**src/rtl/usart_pkg.sv**
```systemverilog
// Shared USART constants and the frame-packing helper used by the transmit serializer.
package usart_pkg;

  localparam int   FRAME_LEN = 10;
  localparam int   DATA_BITS = 8;
  localparam logic LINE_IDLE = 1'b1;
  localparam int   CNT_W     = $clog2(FRAME_LEN + 1);

  typedef logic [FRAME_LEN-1:0] frame_t;
  typedef logic [CNT_W-1:0]     cnt_t;

  // Start bit sits at index 0 so it leaves the shift register first.
  function automatic frame_t build_frame(input logic                 start_bit,
                                         input logic [DATA_BITS-1:0] data,
                                         input logic                 stop_bit);
    return {stop_bit, data, start_bit};
  endfunction

endpackage

```
**src/rtl/sync_rise_detect.sv**
```systemverilog
// Two-flop synchronizer for an asynchronous request line, followed by a
// rising-edge detector that yields a single-cycle pulse in the CLK domain.
module sync_rise_detect (
  input  logic CLK,
  input  logic CLR,
  input  logic async_in,
  output logic rise
);

  logic s1_r;
  logic s2_r;
  logic p_r;

  // Synchronizer stages plus the delay flop used for edge detection.
  always_ff @(posedge CLK or posedge CLR) begin
    if (CLR) begin
      s1_r <= 1'b0;
      s2_r <= 1'b0;
      p_r  <= 1'b0;
    end else begin
      s1_r <= async_in;
      s2_r <= s1_r;
      p_r  <= s2_r;
    end
  end

  assign rise = s2_r & ~p_r;

endmodule

```
**src/rtl/piso_shift.sv**
```systemverilog
// Parallel-in/serial-out USART frame serializer: captures start, eight data bits
// and stop on a synchronized request, then shifts them out LSB-first at one bit per CLK.
module piso_shift
  import usart_pkg::*;
(
  input  logic CLK,
  input  logic CLR,
  input  logic TX_IN,
  input  logic D7,
  input  logic D6,
  input  logic D5,
  input  logic D4,
  input  logic D3,
  input  logic D2,
  input  logic D1,
  input  logic D0,
  input  logic START_Bit,
  input  logic STOP_Bit,
  output logic SERIAL_OUT
);

  logic                 req_s;
  logic [DATA_BITS-1:0] data_s;
  frame_t               sr_r;
  frame_t               sr_next_s;
  cnt_t                 cnt_r;
  cnt_t                 cnt_next_s;

  sync_rise_detect u_sync (
    .CLK      (CLK),
    .CLR      (CLR),
    .async_in (TX_IN),
    .rise     (req_s)
  );

  assign data_s = {D7, D6, D5, D4, D3, D2, D1, D0};

  // Shift while busy; a request is only honoured once the counter has drained,
  // so one arriving on the final shift cycle is dropped rather than queued.
  always_comb begin
    sr_next_s  = sr_r;
    cnt_next_s = cnt_r;
    if (cnt_r != cnt_t'(0)) begin
      sr_next_s  = {LINE_IDLE, sr_r[FRAME_LEN-1:1]};
      cnt_next_s = cnt_r - cnt_t'(1);
    end else if (req_s) begin
      sr_next_s  = build_frame(START_Bit, data_s, STOP_Bit);
      cnt_next_s = cnt_t'(FRAME_LEN);
    end else begin
      sr_next_s  = sr_r;
      cnt_next_s = cnt_r;
    end
  end

  // Frame and bit-count state; reset parks the line at idle immediately.
  always_ff @(posedge CLK or posedge CLR) begin
    if (CLR) begin
      sr_r  <= {FRAME_LEN{LINE_IDLE}};
      cnt_r <= cnt_t'(0);
    end else begin
      sr_r  <= sr_next_s;
      cnt_r <= cnt_next_s;
    end
  end

  // The line is driven straight from a flop so no input can glitch it.
  assign SERIAL_OUT = sr_r[0];

endmodule

```
**config.mk**
```make
export PLATFORM = sky130hd
export DESIGN_NAME = piso_shift
export DESIGN_NICKNAME = d
export VERILOG_FILES = /design/src/rtl/usart_pkg.sv /design/src/rtl/sync_rise_detect.sv /design/src/rtl/piso_shift.sv
export SDC_FILE = /design/constraint.sdc
export NUM_CORES = 1
export LEC_CHECK = 0
export BUFFER_PORTS_ARGS = -buffer_cell sky130_fd_sc_hd__buf_2
export CAP_MARGIN = 20
export CORE_MARGIN = 5
export CORE_UTILIZATION = 31
export CTS_CLUSTER_DIAMETER = 40
export DETAILED_ROUTE_END_ITERATION = 7
export SLEW_MARGIN = 10
export SYNTH_ARGS = -nofsm -noshare
export SYNTH_HDL_FRONTEND = slang
export SYNTH_SLANG_ARGS = --single-unit
```
**constraint.sdc**
```tcl
create_clock -name CLK -period 1.49 [get_ports CLK]
set_input_delay 0.2235 -clock CLK [delete_from_list [all_inputs] [get_ports CLK]]
set_output_delay 0.2235 -clock CLK [all_outputs]
set_load 0.005 [all_outputs]
```
* Yosys cells after proc, flatten, opt, wreduce, memory -nomap -nowiden
Index checks and enable logic that the tools add are counted.
** Storage, ports and cells
- Register bits after elaboration :: 17
- Bits of input ports :: 13
- Output and inout bits :: 1
- Logic and storage cells :: 14
** Cells by class
- $add $sub $neg :: 1
- Muxes and demuxes :: 4
- Bitwise gates (word level) :: 2
- Reductions and logical operators :: 2
** Operators by type and width (count)
- 10-bit 2-to-1 mux :: 2
- 4-bit 2-to-1 mux :: 2
- 4-bit nonzero test :: 1
- 4-bit by 1-bit subtractor with 4-bit output, second input constant :: 1
- 2-bit nonzero test :: 1
- 1-bit bitwise AND :: 1
- 1-bit NOT :: 1

* Depth between registers and ports, before layout
- Depth after elaboration :: 4
- Mapped depth :: 6
- Mapped depth without buffers :: 5

* Cells and area by module
A second synthesis with hierarchy kept.
** Second synthesis, totals
- Cells, all modules :: 68
- Area total of the unflattened synthesis :: 799.5 sq um
** By module, submodules not included
- piso_shift :: times used 1, cells an instance 63, area each 706.9 sq um, seq. area each 362.8 sq um
- sync_rise_detect :: times used 1, cells an instance 5, area each 92.6 sq um, seq. area each 75.1 sq um

* Worst setup path after synthesis
No wires, ideal clock.
- Path kind :: register -> register
- Start point :: register cnt_r[0]
- End point :: register cnt_r[3]
- Library setup time :: 0.065 ns
- Arrival time :: 1.254 ns
- Data required time :: 1.425 ns
- Slack :: 0.172 ns
- Stages on the path, launching flop included :: 6
- Path buffers :: 0
- Clock period less this slack :: 1.318 ns
- Cell sequence :: dfrtp_1 > inv_1 > ha_1 > o21ba_1 > a2111oi_1 > a21o_1
** Between the ends
- Cells in the longest elaborated chain, start to end :: 2
- Elaborated cells on any way between the ends :: 4
- Classes of those cells :: add/sub (1); mux (1); reduce/logical (2)
** RTL lines
- start: declaration :: line piso_shift.sv:26 : cnt_t cnt_r;
- start signal: assignment :: line piso_shift.sv:59 : cnt_r <= cnt_t'(0);
- start signal: assignment :: line piso_shift.sv:62 : cnt_r <= cnt_next_s;
- 4-bit by 1-bit subtractor with 4-bit output / 4-bit nonzero test (equally long branches) :: line piso_shift.sv:45, piso_shift.sv:43
- 4-bit 2-to-1 mux / 2-bit nonzero test (equally long branches)
Parallel ways exist; a longest one is shown, timed or not.
A chain may end at the register's enable or synchronous reset.

* Worst setup path after layout
- Start point :: register cnt_r[1]
- End point :: register sr_r[2]
** Between the ends
- Cells in the longest elaborated chain, start to end :: 2
- Elaborated cells on any way between the ends :: 3
- Classes of those cells :: mux (1); reduce/logical (2)
** RTL lines
- 4-bit nonzero test (*) :: line piso_shift.sv:43 : if (cnt_r != cnt_t'(0)) begin
- 10-bit 2-to-1 mux / 2-bit nonzero test (equally long branches)
- end signal: assignment :: line piso_shift.sv:58 : sr_r <= {FRAME_LEN{LINE_IDLE}};
- end signal: assignment :: line piso_shift.sv:61 : sr_r <= sr_next_s;
- end: declaration :: line piso_shift.sv:24 : frame_t sr_r;
Mark *: on every way between the ends. The rest lies on a longest branch, timed or not.

==> results.py <==
metrics = {
    "critical_path": {
        "path_class": "flop to flop",
        "worst-endpoint-required_ns": 1.70,
        "cp_max_fo": 10,
        "crit_arrival_ns": 1.60,
        "crit_start": "cnt_r[1]",
        "reg2reg_slack_ns": 0.10,
        "crit_path_end_kind": "flop",
        "rr_worst_depth": 6,
        "startpoint_type": "flop",
        "rr_startpoint": "cnt_r[1]",
    },
    "cts": {
        "postCtsHoldBufs": 0,
        "clk_latency_ns": 0.29,
        "cts_buffer_depth": 2,
        "cts.sinks": 17,
        "tritoncts": "done",
        "clk_pin_slew_worst_paths_ns": 0.09,
        "htreeDepth": 1,
        "cts_made_buffers": 3,
        "cts-root-buf": "clkbuf_4",
    },
    "sta": {
        "fin_ws_ns": 0.103,
        "hold_viol_final": 0,
        "drv_slew": 0,
        "rsz0062_at_grt": "no",
        "tns_ns": 0,
        "clock.fmax_mhz": 721,
        "fin_crit_sh_pct": 93.1,
        "layout_min_cycle_time_ns": 1.39,
        "clock_skew_ns": 0.0117,
        "setup_violations": 0,
        "slew_headroom_pct": 57.8,
        "worst_pin_slew_ns": 0.632,
    },
    "routing": {
        "route.met3.wl_microns": 106,
        "first_pass_iters": 4,
        "vias": 588,
        "drcViolationCount": 0,
        "drtAntennaViolNets": 0,
        "vias_per_cell": 4.70,
        "drt-initial-drc-count": 11,
        "wl_microns": 1500,
        "post_drt_wl_per_cell_microns": 12.0,
        "wl_met2_microns": 716,
        "wl_met1_microns": 676,
        "top_layer_used": "met3",
    },
    "finish": {
        "diodes": 0,
        "mostFrequentLayoutCell": "nand2_1",
        "areaGrowthSynthToFinish_pct": 26.2,
        "finish.utilization_pct": 41.8,
        "mostFrequentLayoutCells": "nand2_1, buf_2, dfstp_2",
        "drive_gt1_share_pct": 36.1,
        "nets": 112,
        "instances_no_fill": 125,
    },
    "die": {
        "core_sq_um": 2280,
        "die_h_microns": 59.3,
        "rows": 17,
        "die_x_microns": 59.3,
        "start_util_pct": 33.2,
        "die_area_sq_um": 3520,
        "pin_count": 14,
    },
    "place": {
        "dpl.hpwl_microns": 1000,
        "place_congestion": 0.817,
        "dp_cells": 119,
        "pre_cts_ws_ns": 0.0690,
        "port_buffers": 13,
    },
    "logic_synthesis": {
        "seq_area_frac_synth_pct": 58.0,
        "avgSynthCellArea_sq_um": 9.67,
        "ys_ff_latch": 17,
        "synthCells": 78,
        "syn_area_sq_um": 754,
        "yosysWarnings": 0,
        "yosysUniqueCellTypes": 20,
        "synth_fp_nets": 92,
    },
    "power": {
        "p_per_area_nw_per_um2": 1750,
        "ir_worst_vdd_mv": 0.798,
        "power.leakage_nw": 0.454,
    },
    "grt": {
        "overflow": 0,
        "grt_pass1_vias": 555,
        "track_usage_pct": 8.88,
        "grt_first_pass_wirelength_microns": 2370,
        "antenna_found_initial": 0,
        "grt_max_degree": 22,
    },
    "run_status": {
        "outcome": "completed",
    },
    "job": {
        "cap_viol_max_count": 0,
    },
    "worst_hold_path": {
        "min_path_type": "primary input to asynchronous set/reset pin",
    },
}
[cell families (layout without fill, tap and decap cells)]
logic type | after synthesis | in the layout | share of synthesized area [%]
simple gates | 36 | 36 | 21.1
flops | 17 | 17 | 58.0
compound gates | 15 | 15 | 13.1
buf+inv | 8 | 27 | 4.81
fa+ha+maj | 1 | 1 | 1.66
mux | 1 | 1 | 1.33
[power by group]
part	switching, mW	total, mW	internal [mW]
Sequential	0.0980	0.770	0.672
Clock	0.139	0.243	0.104
Combinational	0.308	0.650	0.342
[final cells by class]
class | count | area [sq um]
inverters | 4 | 15.0
multi-input cells | 53 | 298
flip-flops and latches | 17 | 438
clock buffers | 4 | 26.3
repair buffers | 19 | 140
fillers | 216 | 1320
well taps | 28 | 35.0
[final timing paths]
path	endpoint
setup / recovery	sr_r[2]
hold / removal	u_sync.p_r
setup reg to reg	sr_r[2]
hold reg to reg	u_sync.s2_r
max in group asynchronous	cnt_r[2]
min in group CLK	u_sync.s1_r
[per-stage QoR]
step | power (mW) | hold slack (ns) | area [sq um]
finish | 1.66 | 0.00945 | 952
global route | 1.81 | 0.0128 | 952
detailed placement | 1.30 | 0.333 | 876
floorplan | 1.14 | 0.142 | 754
global placement | 1.28 | 0.329 | 876
CTS | 1.56 | 0.0254 | 902
[cells in the mapped netlist (all sizes together)]
cell type  instances  area, sq um
a31oi              9         56.3
nor2b              1         6.26
a2111oi            1         10.0
mux2i              1         10.0
nand2b             1         6.26
o21ai              1         5.00
a21oi              2         10.0
dfstp             10          263
ha                 1         12.5
clkbuf             1         3.75
a21o               1         7.51
nand2             21         78.8
inv                4         15.0
nor2               9         33.8
nor3b              1         18.8
buf                3         17.5
o21ba              1         10.0
nand3              3         15.0
dfrtp              7          175
[state kept, by name (all words and copies together) (netlist names)]
name and flops:
u_sync.s2_r 1, cnt_r 4, u_sync.p_r 1, sr_r 10, u_sync.s1_r 1
[worst max-delay path: stages (launching register included)]
cell       delay (ns)
dfrtp_1          0.38
inv_1            0.12
ha_4             0.17
nor3b_4          0.26
buf_4            0.17
clkbuf_16        0.14
a31oi_1          0.07
[repair_timing]
action,4_1_cts,5_1_grt
endpoints found under the setup margin,0,10
resized for setup,0,3
buffers inserted,0,1
[per-layer routing]
| layer | vias to the layer above | global-route usage [%] |
|---|---|---|
| li1 | 299 | - |
| met1 | 278 | 10.4 |
| met2 | 11 | 14.8 |
| met3 | 0 | 4.58 |
| met4 | 0 | 0.971 |
| met5 | - | 0 |
Power figures use the tool's default switching activity.
